<file path="src/rtl/poly_term_eval_pkg.sv">
// Shared widths and types for the iterative sum-of-monomials evaluator.
// Optional overflow flag output is enabled by defining POLY_OVF_FLAG_EN.
package poly_pkg;

  localparam int W_IN  = 8;
  localparam int W_OUT = 24;
  localparam int W_EXP = 3;

  localparam logic [W_EXP-1:0] EXP_ONE = W_EXP'(1);

  typedef enum logic [2:0] {
    IDLE,
    WAIT,
    MUL,
    ACC,
    DONE
  } state_t;

  typedef struct packed {
    logic [W_OUT-1:0] coef;
    logic [W_EXP-1:0] e1;
    logic [W_EXP-1:0] e2;
    logic [W_EXP-1:0] e3;
    logic             last;
  } term_t;

endpackage

</file>
<file path="src/rtl/poly_term_eval_if.sv">
// Term-stream / result bus of poly_term_eval; master drives terms, slave is the evaluator.
// res_ovf exists only when POLY_OVF_FLAG_EN is defined.
interface poly_term_eval_if;
  import poly_pkg::*;

  logic [W_IN-1:0]  in1;
  logic [W_IN-1:0]  in2;
  logic [W_IN-1:0]  in3;
  logic             term_valid;
  logic             term_ready;
  logic [W_OUT-1:0] term_coef;
  logic [W_EXP-1:0] term_e1;
  logic [W_EXP-1:0] term_e2;
  logic [W_EXP-1:0] term_e3;
  logic             term_last;
  logic             res_valid;
  logic             res_ready;
  logic [W_OUT-1:0] res_data;
  logic             busy;
`ifdef POLY_OVF_FLAG_EN
  logic             res_ovf;
`endif

  modport master (
    output in1, in2, in3, term_valid, term_coef, term_e1, term_e2, term_e3, term_last,
    output res_ready,
    input  term_ready, res_valid, res_data, busy
`ifdef POLY_OVF_FLAG_EN
    , input res_ovf
`endif
  );

  modport slave (
    input  in1, in2, in3, term_valid, term_coef, term_e1, term_e2, term_e3, term_last,
    input  res_ready,
    output term_ready, res_valid, res_data, busy
`ifdef POLY_OVF_FLAG_EN
    , output res_ovf
`endif
  );

endinterface

</file>
<file path="src/rtl/poly_term_eval_mono_mul.sv">
// Iterative monomial multiplier: loads coef on start, then one multiply per cycle
// (in1 first, then in2, then in3) until all exponents are spent. POLY_OVF_FLAG_EN adds ovf_o.
module poly_mono_mul
  import poly_pkg::*;
(
  input  logic             clk,
  input  logic             rst,
  input  logic             start_i,
  input  logic [W_OUT-1:0] coef_i,
  input  logic [W_EXP-1:0] e1_i,
  input  logic [W_EXP-1:0] e2_i,
  input  logic [W_EXP-1:0] e3_i,
  input  logic [W_IN-1:0]  op1_i,
  input  logic [W_IN-1:0]  op2_i,
  input  logic [W_IN-1:0]  op3_i,
  output logic             last_step_o,
  output logic [W_OUT-1:0] prod_o
`ifdef POLY_OVF_FLAG_EN
  , output logic           ovf_o
`endif
);

  logic [W_OUT-1:0] prod_q, prod_d, prod_step;
  logic [W_EXP-1:0] e1_q, e1_d, e2_q, e2_d, e3_q, e3_d;
  logic [W_IN-1:0]  op;
  logic [W_EXP+1:0] remaining;
  logic             stepping;

  assign remaining   = {2'b00, e1_q} + {2'b00, e2_q} + {2'b00, e3_q};
  assign stepping    = (remaining != '0);
  assign last_step_o = (remaining == (W_EXP+2)'(1));
  assign prod_o      = prod_q;

`ifdef POLY_OVF_FLAG_EN
  logic [W_OUT+W_IN-1:0] full;
  assign full      = {{W_IN{1'b0}}, prod_q} * {{W_OUT{1'b0}}, op};
  assign prod_step = full[W_OUT-1:0];
  assign ovf_o     = stepping && (full[W_OUT+W_IN-1:W_OUT] != '0);
`else
  assign prod_step = prod_q * {{(W_OUT-W_IN){1'b0}}, op};
`endif

  always_comb begin
    op     = op3_i;
    e1_d   = e1_q;
    e2_d   = e2_q;
    e3_d   = e3_q;
    prod_d = prod_q;
    if (e1_q != '0) begin
      op   = op1_i;
      e1_d = e1_q - EXP_ONE;
    end else if (e2_q != '0) begin
      op   = op2_i;
      e2_d = e2_q - EXP_ONE;
    end else if (e3_q != '0) begin
      e3_d = e3_q - EXP_ONE;
    end
    if (stepping) prod_d = prod_step;
    // A zero coefficient zeroes the exponents so no multiply cycles are spent on it
    if (start_i) begin
      prod_d = coef_i;
      e1_d   = (coef_i != '0) ? e1_i : '0;
      e2_d   = (coef_i != '0) ? e2_i : '0;
      e3_d   = (coef_i != '0) ? e3_i : '0;
    end
  end

  always_ff @(posedge clk) begin
    if (rst) begin
      prod_q <= '0;
      e1_q   <= '0;
      e2_q   <= '0;
      e3_q   <= '0;
    end else begin
      prod_q <= prod_d;
      e1_q   <= e1_d;
      e2_q   <= e2_d;
      e3_q   <= e3_d;
    end
  end

endmodule

</file>
<file path="src/rtl/poly_term_eval.sv">
// Frame sequencer: res = sum(coef*in1^e1*in2^e2*in3^e3) mod 2^W_OUT over a term stream.
// POLY_OVF_FLAG_EN adds res_ovf (any discarded high bits in the frame).
//   state | meaning
//   IDLE  | no frame; first term latches operands and clears acc
//   WAIT  | mid-frame, waiting for next term
//   MUL   | monomial multiplier stepping
//   ACC   | acc += product
//   DONE  | result held until res_ready
module poly_term_eval
  import poly_pkg::*;
(
  input  logic             clk,
  input  logic             rst,
  poly_term_eval_if.slave  bus
);

  state_t           state_q, state_d;
  logic [W_IN-1:0]  in1_q, in1_d, in2_q, in2_d, in3_q, in3_d;
  logic [W_OUT-1:0] acc_q, acc_d, prod, acc_sum;
  logic             last_q, last_d;
  logic             ready, hs, skip, mul_last;
  term_t            term;

  assign term = '{coef: bus.term_coef, e1: bus.term_e1, e2: bus.term_e2,
                  e3: bus.term_e3, last: bus.term_last};

  assign ready = !rst && (state_q == IDLE || state_q == WAIT);
  assign hs    = bus.term_valid && ready;
  assign skip  = (term.coef == '0) || ((term.e1 | term.e2 | term.e3) == '0);

`ifdef POLY_OVF_FLAG_EN
  logic             mul_ovf, acc_carry, ovf_q, ovf_d;
  logic [W_OUT:0]   acc_full;
  assign acc_full  = {1'b0, acc_q} + {1'b0, prod};
  assign acc_sum   = acc_full[W_OUT-1:0];
  assign acc_carry = acc_full[W_OUT];

  always_comb begin
    ovf_d = ovf_q;
    if (state_q == MUL && mul_ovf) ovf_d = 1'b1;
    if (state_q == ACC && acc_carry) ovf_d = 1'b1;
    if (state_q == IDLE && hs) ovf_d = 1'b0;
  end

  always_ff @(posedge clk) begin
    if (rst) ovf_q <= 1'b0;
    else     ovf_q <= ovf_d;
  end

  assign bus.res_ovf = ovf_q;
`else
  assign acc_sum = acc_q + prod;
`endif

  poly_mono_mul u_mul (
    .clk        (clk),
    .rst        (rst),
    .start_i    (hs),
    .coef_i     (term.coef),
    .e1_i       (term.e1),
    .e2_i       (term.e2),
    .e3_i       (term.e3),
    .op1_i      (in1_q),
    .op2_i      (in2_q),
    .op3_i      (in3_q),
    .last_step_o(mul_last),
    .prod_o     (prod)
`ifdef POLY_OVF_FLAG_EN
    , .ovf_o    (mul_ovf)
`endif
  );

  always_comb begin
    state_d = state_q;
    in1_d   = in1_q;
    in2_d   = in2_q;
    in3_d   = in3_q;
    last_d  = last_q;
    acc_d   = acc_q;
    case (state_q)
      IDLE: if (hs) begin
        in1_d   = bus.in1;
        in2_d   = bus.in2;
        in3_d   = bus.in3;
        acc_d   = '0;
        last_d  = term.last;
        state_d = skip ? ACC : MUL;
      end
      WAIT: if (hs) begin
        last_d  = term.last;
        state_d = skip ? ACC : MUL;
      end
      MUL:  if (mul_last) state_d = ACC;
      ACC: begin
        acc_d   = acc_sum;
        state_d = last_q ? DONE : WAIT;
      end
      DONE: if (bus.res_ready) state_d = IDLE;
      default: state_d = IDLE;
    endcase
  end

  always_ff @(posedge clk) begin
    if (rst) begin
      state_q <= IDLE;
      in1_q   <= '0;
      in2_q   <= '0;
      in3_q   <= '0;
      last_q  <= 1'b0;
      acc_q   <= '0;
    end else begin
      state_q <= state_d;
      in1_q   <= in1_d;
      in2_q   <= in2_d;
      in3_q   <= in3_d;
      last_q  <= last_d;
      acc_q   <= acc_d;
    end
  end

  assign bus.term_ready = ready;
  assign bus.res_valid  = (state_q == DONE);
  assign bus.res_data   = acc_q;
  assign bus.busy       = (state_q != IDLE);

endmodule

</file>
<file path="src/flat_wrapper.sv">
// flat-port wrapper written by rule: the top's interface ports become plain ports
module poly_term_eval_flat import poly_pkg::*;
  (clk, rst, bus_in1, bus_in2, bus_in3, bus_term_valid, bus_term_coef, bus_term_e1, bus_term_e2, bus_term_e3, bus_term_last, bus_res_ready, bus_term_ready, bus_res_valid, bus_res_data, bus_busy);
  poly_term_eval_if bus_i ();
  input  logic clk;
  input  logic rst;
  input wire logic [$bits(bus_i.in1)-1:0] bus_in1;
  input wire logic [$bits(bus_i.in2)-1:0] bus_in2;
  input wire logic [$bits(bus_i.in3)-1:0] bus_in3;
  input wire logic [$bits(bus_i.term_valid)-1:0] bus_term_valid;
  input wire logic [$bits(bus_i.term_coef)-1:0] bus_term_coef;
  input wire logic [$bits(bus_i.term_e1)-1:0] bus_term_e1;
  input wire logic [$bits(bus_i.term_e2)-1:0] bus_term_e2;
  input wire logic [$bits(bus_i.term_e3)-1:0] bus_term_e3;
  input wire logic [$bits(bus_i.term_last)-1:0] bus_term_last;
  input wire logic [$bits(bus_i.res_ready)-1:0] bus_res_ready;
  output wire logic [$bits(bus_i.term_ready)-1:0] bus_term_ready;
  output wire logic [$bits(bus_i.res_valid)-1:0] bus_res_valid;
  output wire logic [$bits(bus_i.res_data)-1:0] bus_res_data;
  output wire logic [$bits(bus_i.busy)-1:0] bus_busy;
  assign bus_i.in1 = bus_in1;
  assign bus_i.in2 = bus_in2;
  assign bus_i.in3 = bus_in3;
  assign bus_i.term_valid = bus_term_valid;
  assign bus_i.term_coef = bus_term_coef;
  assign bus_i.term_e1 = bus_term_e1;
  assign bus_i.term_e2 = bus_term_e2;
  assign bus_i.term_e3 = bus_term_e3;
  assign bus_i.term_last = bus_term_last;
  assign bus_i.res_ready = bus_res_ready;
  assign bus_term_ready = bus_i.term_ready;
  assign bus_res_valid = bus_i.res_valid;
  assign bus_res_data = bus_i.res_data;
  assign bus_busy = bus_i.busy;
  poly_term_eval u_core (.clk(clk), .rst(rst), .bus(bus_i));
endmodule
</file>
<file path="config.mk">
export PLATFORM = sky130hd
export DESIGN_NAME = poly_term_eval_flat
export DESIGN_NICKNAME = d
export VERILOG_FILES = /design/src/rtl/poly_term_eval_pkg.sv /design/src/rtl/poly_term_eval_if.sv /design/src/rtl/poly_term_eval_mono_mul.sv /design/src/rtl/poly_term_eval.sv /design/src/flat_wrapper.sv
export SDC_FILE = /design/constraint.sdc
export NUM_CORES = 1
export LEC_CHECK = 0
export CAP_MARGIN = 10
export CORE_UTILIZATION = 35
export CTS_CLUSTER_SIZE = 16
export DETAILED_ROUTE_END_ITERATION = 8
export GPL_TIMING_DRIVEN = 0
export PLACE_DENSITY = 0.59
export SLEW_MARGIN = 15
export SYNTH_ARGS = -nofsm -noshare
export SYNTH_HDL_FRONTEND = slang
export SYNTH_SLANG_ARGS = --single-unit
</file>
<file path="constraint.sdc">
create_clock -name clk -period 7.22 [get_ports clk]
set_input_delay 2.166 -clock clk [delete_from_list [all_inputs] [get_ports clk]]
set_output_delay 2.166 -clock clk [all_outputs]
set_load 0.01 [all_outputs]
</file>
==> results of run 1 <==
## registers in the layout, summed over array words and instances (netlist names)
signal               flops
u_core.bus.res_data     24
u_core.u_mul.prod_o     24
u_core.in1_q             8
u_core.in2_q             8
u_core.in3_q             8
u_core.state_q           3
u_core.u_mul.e1_q        3
u_core.u_mul.e2_q        3
u_core.u_mul.e3_q        3
u_core.last_q            1
## cell usage after synthesis (all sizes together), types with 12 or more instances
library cell	number
nand2	153
and2	132
inv	125
fa	111
dfxtp	85
a21oi	81
ha	67
nor2	56
clkbuf	46
nand3	33
xnor2	32
o21ai	30
a21o	16
mux2i	15
xor2	15
a211oi	12
a311oi	12
## cell type report
class | instances | area share, %
multi-input cells | 889 | 64.5
plain buffers | 50 | 1.77
flip-flops and latches | 85 | 15.2
clock buffers | 9 | 2.01
inverters | 125 | 4.20
clock inverters | 7 | 0.716
repair buffers | 87 | 7.79
well taps | 341 | 3.81
## stage by stage
step	hold WS (ns)	worst slack, ns	std cells	power, W
floorplan	0.436	1.44	1149	0.00218
global placement	0.443	0.109	1577	0.00281
detailed placement	0.447	0.132	1577	0.00286
CTS	0.458	0.117	1593	0.00337
global route	0.472	0.0309	1593	0.00369
finish	0.458	0.350	1593	0.00338
## cells by family after synthesis
logic type	Yosys count	synth area share, %
AO/OA/AOI/OAI	216	14.7
XOR/XNOR	48	4.54
adder cells (fa/ha/maj)	178	32.0
buffers and inverters	175	6.93
flip-flops	85	17.8
multiplexers	15	1.57
AND/OR/NAND/NOR	432	22.5
## worst paths after layout
check                           slack, ns                      end            startpoint
worst max-delay path                 0.35  u_core.u_mul.prod_o[21]  u_core.u_mul.e2_q[1]
worst min register to register       0.46          u_core.in1_q[7]       u_core.in1_q[7]
worst min-delay path                 0.46          u_core.in1_q[7]       u_core.in1_q[7]
worst max register to register       0.35  u_core.u_mul.prod_o[21]  u_core.u_mul.e2_q[1]
## critical path, cell delays in order, from the launching register on
cell and delay (ns):
dfxtp_1 0.34, inv_1 0.12, ha_1 0.18, nor2b_2 0.21, buf_4 0.24, mux2i_1 0.10
o21ai_1 0.44, clkbuf_1 0.47, and2_1 0.23, fa_1 0.44, fa_1 0.53, fa_1 0.50
inv_1 0.06, fa_1 0.48, inv_1 0.05, ha_1 0.34, and2_1 0.18, or4_1 0.43
o21ai_0 0.36, a21oi_1 0.17, o21ai_1 0.27, a21oi_1 0.15, o311a_1 0.34, nor3_1 0.16
## power breakdown
part / switching [W] / leakage (nW) / internal [W]
clock network: 0.000249 / 0.146 / 0.000247
registers: 0.000152 / 0.693 / 0.000546
logic: 0.00134 / 4.20 / 0.000842
total: 0.00174 / 5.04 / 0.00163
## repair_timing
action                     4_1_cts  5_1_grt
buffers inserted                 0        0
resized for setup                0       15
setup endpoints to repair        0        8
## metal layers
| layer | wire length (microns) | up-vias |
|---|---|---|
| li1 | - | 4006 |
| met1 | 13000 | 4136 |
| met2 | 14200 | 231 |
| met3 | 1400 | 51 |
| met4 | 677 | 0 |
| met5 | 0 | - |
==> impl_metrics.yaml, run 1 <==
cells_and_area:
  syn2layout_area_growth_pct: 17.0
  antenna_cells: 0
  mostFrequentLayoutCell: "nand2_1"
  final_area_sq_um: 11200
  fillers: 2768
  drive_gt1_share_pct: 2.48
  final_util_pct: 41.6
  multiInputGateArea_sq_um: 7210
  nets: 1487
  layout.area.seq_sq_um: 1700
  final_cell_mix: "nand2_1 (153), and2_1 (132), inv_1 (125), fa_1 (111), clkdlybuf4s50_1 (87)"
flow_run:
  drv_cap: 0
synth:
  synth_top_area_share_pct: 23.2
  ys_warn_count: 0
  synth_enable_flop_cells: 0
  synth_area_leaders: "fa_1 (23%), dfxtp_1 (18%), ha_1 (8.8%)"
  synth.distinct_cells: 61
  avgSynthCellArea_sq_um: 8.32
  syn_area_sq_um: 9560
  yosysTopAreaCell: "fa_1"
  syn-num-nets: 1389
  postSynthCellCount: 1149
  yosys_most_used_dff: "dfxtp_1"
  synth-async-reset-ratio_pct: 0
  synth_seq_cells: 85
  yosysSeqAreaShare_pct: 17.8
grt:
  use_met2_pct: 37.4
  grt_max_degree: 19
  grt_use_met3_pct: 3.29
  grt_pass1_vias: 8529
  grt_util_all_layers_pct: 21.5
  grt_pass1_wl_mm: 46.5
  grt-ovfl-total: 0
  antenna_found_initial: 0
  grtUsageMet1_pct: 27.4
  gr-max-usage-layer: "met2"
sta:
  worst_pin_slew_ns: 0.925
  finalSetupViolCount: 0
  slew-limit-headroom_pct: 38.3
  rsz0062_at_grt: "no"
  period_share_pct: 95.2
  skew_ns: 0.0103
  hold_viol: 0
  period_needed_ns: 6.87
  finalSetupTns_ns: 0
  finalMaxSlewViolations: 0
  fmax_ghz: 0.146
placement:
  io_buffers: 87
  placed_area_sq_um: 10900
  place_hpwl_mm: 23.2
  place_congestion: 0.836
drt:
  drc: 0
  viasPerCell: 5.29
  via_count: 8424
  wire_per_inst_microns: 18.4
  dr.first_iter.drc_count: 474
  antenna_left: 0
  firstDrtPassIters: 5
  wirelength_mm: 29.3
floorplanning:
  dieArea_sq_um: 28000
  coreArea_sq_um: 26900
  fp.dieW_microns: 167
  ios: 89
  dieHeight_microns: 167
  row_count: 60
  initial_core_util_pct: 35.6
critical_path:
  cp.required_ns: 7.51
  critPathKind: "reg -> reg"
  startpoint_type: "flop"
  crit_path_end_kind: "flop"
  rr_worst_depth: 23
  crit_arrival_ns: 7.16
  crit_fanout: 10
clock_network:
  cts_sinks: 85
  numCtsBuffers: 9
  clk_pin_slew_ns: 0.08
  hold_buffers: 0
  clockBufferDepth: 2
  cts_tree: "yes"
  clock_latency_ns: 0.36
  htreeDepth: 3
  cts_root_buffer: "clkbuf_16"
hold_path:
  hold_depth: 2
  hold_path.class: "reg -> reg"
power_and_ir_drop:
  power_leakage_nw: 5.04
  p_per_area_nw_per_um2: 302
  peakVddDrop_mv: 0.146
outcome:
  status: "finished, final reports clean"
Note: power is estimated with default switching activity, not from simulation.
==> inputs of run 2 (changes only) <==
- PLACE_DENSITY: 0.59 -> not set
==> impl_metrics.yaml, run 2 (synthesis results as in run 1) <==
cells_and_area:
  final_cell_mix: "nand2_1 (153), and2_1 (132), inv_1 (125), fa_1 (111), clkdlybuf4s50_1 (87)"
  mostFrequentLayoutCell: "nand2_1"
  drive_gt1_share_pct: 2.32
  nets: 1486
  syn2layout_area_growth_pct: 17.0
  antenna_cells: 0
  final_area_sq_um: 11200
  final_cells: 1592
  fillers: 2748
critical_path:
  cpPeakStageDelay_ns: 0.58
  crit_path_end_kind: "flop"
  crit_buf_inv: 6
  crit_arrival_ns: 7.15
  rr_endpoint: "u_core.u_mul.prod_o[20]"
  crit_slowest_cell: "fa_1"
  startpoint_type: "flop"
  crit_fanout: 10
  rr_startpoint: "u_core.u_mul.e2_q[1]"
  rr_worst_depth: 25
  cp_top_family: "adder cells"
  critPathKind: "reg -> reg"
  r2r_slack_ns: 0.33
  cp.required_ns: 7.48
sta:
  fin_ws_ns: 0.329
  finalMaxSlewViolations: 0
  fmax_ghz: 0.145
  slew-limit-headroom_pct: 37.0
  finalSetupViolCount: 0
  period_needed_ns: 6.89
  period_share_pct: 95.4
  hold_viol: 0
  worst_pin_slew_ns: 0.945
  hold_slack_ns: 0.459
  skew_ns: 0.00936
  finalSetupTns_ns: 0
  rsz0062_at_grt: "yes"
hold_path:
  holdPathEnd: "u_core.in1_q[0]"
  min_from: "u_core.in1_q[0]"
  hold_depth: 2
  hold_path.class: "reg -> reg"
clock_network:
  cts_sinks: 85
  cts_tree: "yes"
  numCtsBuffers: 9
  cts_resized: 0
  cts_root_buffer: "clkbuf_16"
  post_cts_buffers: 0
  hold_buffers: 0
  clk_pin_slew_ns: 0.07
  clockBufferDepth: 2
  htreeDepth: 3
  clock_latency_ns: 0.36
drt:
  viasPerCell: 5.26
  antenna_left: 0
  dr.first_iter.drc_count: 540
  firstDrtPassIters: 5
  wirelength_mm: 28.6
  via_count: 8381
  wire_per_inst_microns: 18.0
  drc: 0
grt:
  grt_pass1_wl_mm: 45.7
  grt_max_degree: 19
  grt_pass1_vias: 8454
  grt_util_all_layers_pct: 21.1
  antenna_found_initial: 0
  grt-ovfl-total: 0
floorplanning:
  ios: 89
  coreArea_sq_um: 26900
  initial_core_util_pct: 35.6
  row_count: 60
  fp.dieW_microns: 167
  dieArea_sq_um: 28000
  dieHeight_microns: 167
placement:
  io_buffers: 87
  place_hpwl_mm: 22.8
  place_inst: 1577
  pre_cts_ws_ns: 0.0730
  place_congestion: 0.852
  placed_area_sq_um: 10900
power_and_ir_drop:
  p_per_area_nw_per_um2: 300
  peakVddDrop_mv: 0.162
  power_leakage_nw: 5.04
outcome:
  status: "finished, final reports clean"
flow_run:
  drv_cap: 0
run 2: cell types whose count changed in the layout (fill, tap and decap cells not counted):
cell,previous run,this run
o21ai_1,6,4
clkinvlp_4,1,0
o21ai_0,24,26
a21oi_4,1,2
inv_8,2,1
inv_6,1,3
a21oi_2,3,1
clkbuf_2,4,3
a21oi_1,77,78
run 2: worst max path at each step:
stage / from / end / slack, ns / cells past startpoint
floorplan: u_core.u_mul.e2_q[0] / u_core.u_mul.prod_o[20] / 1.44 / 26
global placement: u_core.u_mul.e1_q[1] / u_core.u_mul.prod_o[21] / 0.19 / 22
detailed placement: u_core.u_mul.e1_q[1] / u_core.u_mul.prod_o[20] / 0.07 / 24
CTS: u_core.u_mul.e1_q[1] / u_core.u_mul.prod_o[20] / 0.04 / 24
global route: u_core.u_mul.e2_q[1] / u_core.u_mul.prod_o[20] / -0.07 / 25
finish: u_core.u_mul.e2_q[1] / u_core.u_mul.prod_o[20] / 0.33 / 25
run 2: per-layer routing:
| layer | share of wire [%] | global-route usage (%) |
|---|---|---|
| met5 | 0 | 0 |
| met4 | 1.7 | 4.31 |
| met3 | 5.8 | 3.47 |
| met2 | 49 | 36.9 |
| met1 | 44 | 27.3 |
run 2: through the flow:
step,utilization (%),power (W)
2_1_floorplan,-,0.00218
3_3_place_gp,40.4,0.00281
3_5_place_dp,40.4,0.00284
4_1_cts,41.5,0.00335
5_1_grt,41.6,0.00366
6_report,41.6,0.00336
run 2: area by class of cell:
cell class	count	area [sq um]	area share [%]
clock buffer	9	225	2.01
buffer	49	193	1.72
multi-input combinational	889	7220	64.5
timing repair buffer	87	871	7.79
inverter	125	469	4.20
sequential	85	1700	15.2
tap	341	427	3.82
clock inverter	7	78.8	0.705
run 2: worst register-to-register path: stages (launching register included):
cell and delay, ns:
dfxtp_1 0.37, inv_1 0.10, ha_1 0.20, nor2b_2 0.17, buf_4 0.19, mux2i_1 0.13, o21ai_0 0.46, clkbuf_1 0.45
nand2_1 0.15, fa_1 0.55, fa_1 0.55, inv_1 0.05, fa_1 0.53, inv_1 0.06, fa_1 0.58, inv_1 0.06
ha_1 0.33, o21a_1 0.15, o21a_1 0.13, nand3_1 0.07, o21ai_0 0.37, nand2b_1 0.17, a31oi_1 0.41, mux2i_1 0.14
a41o_1 0.22, a211oi_1 0.23
run 2: where the power goes:
part	internal [W]	switching (W)	total, W
combinational	0.000845	0.00133	0.00217
sequential	0.000546	0.000148	0.000695
clock	0.000247	0.000241	0.000487
total	0.00164	0.00172	0.00336
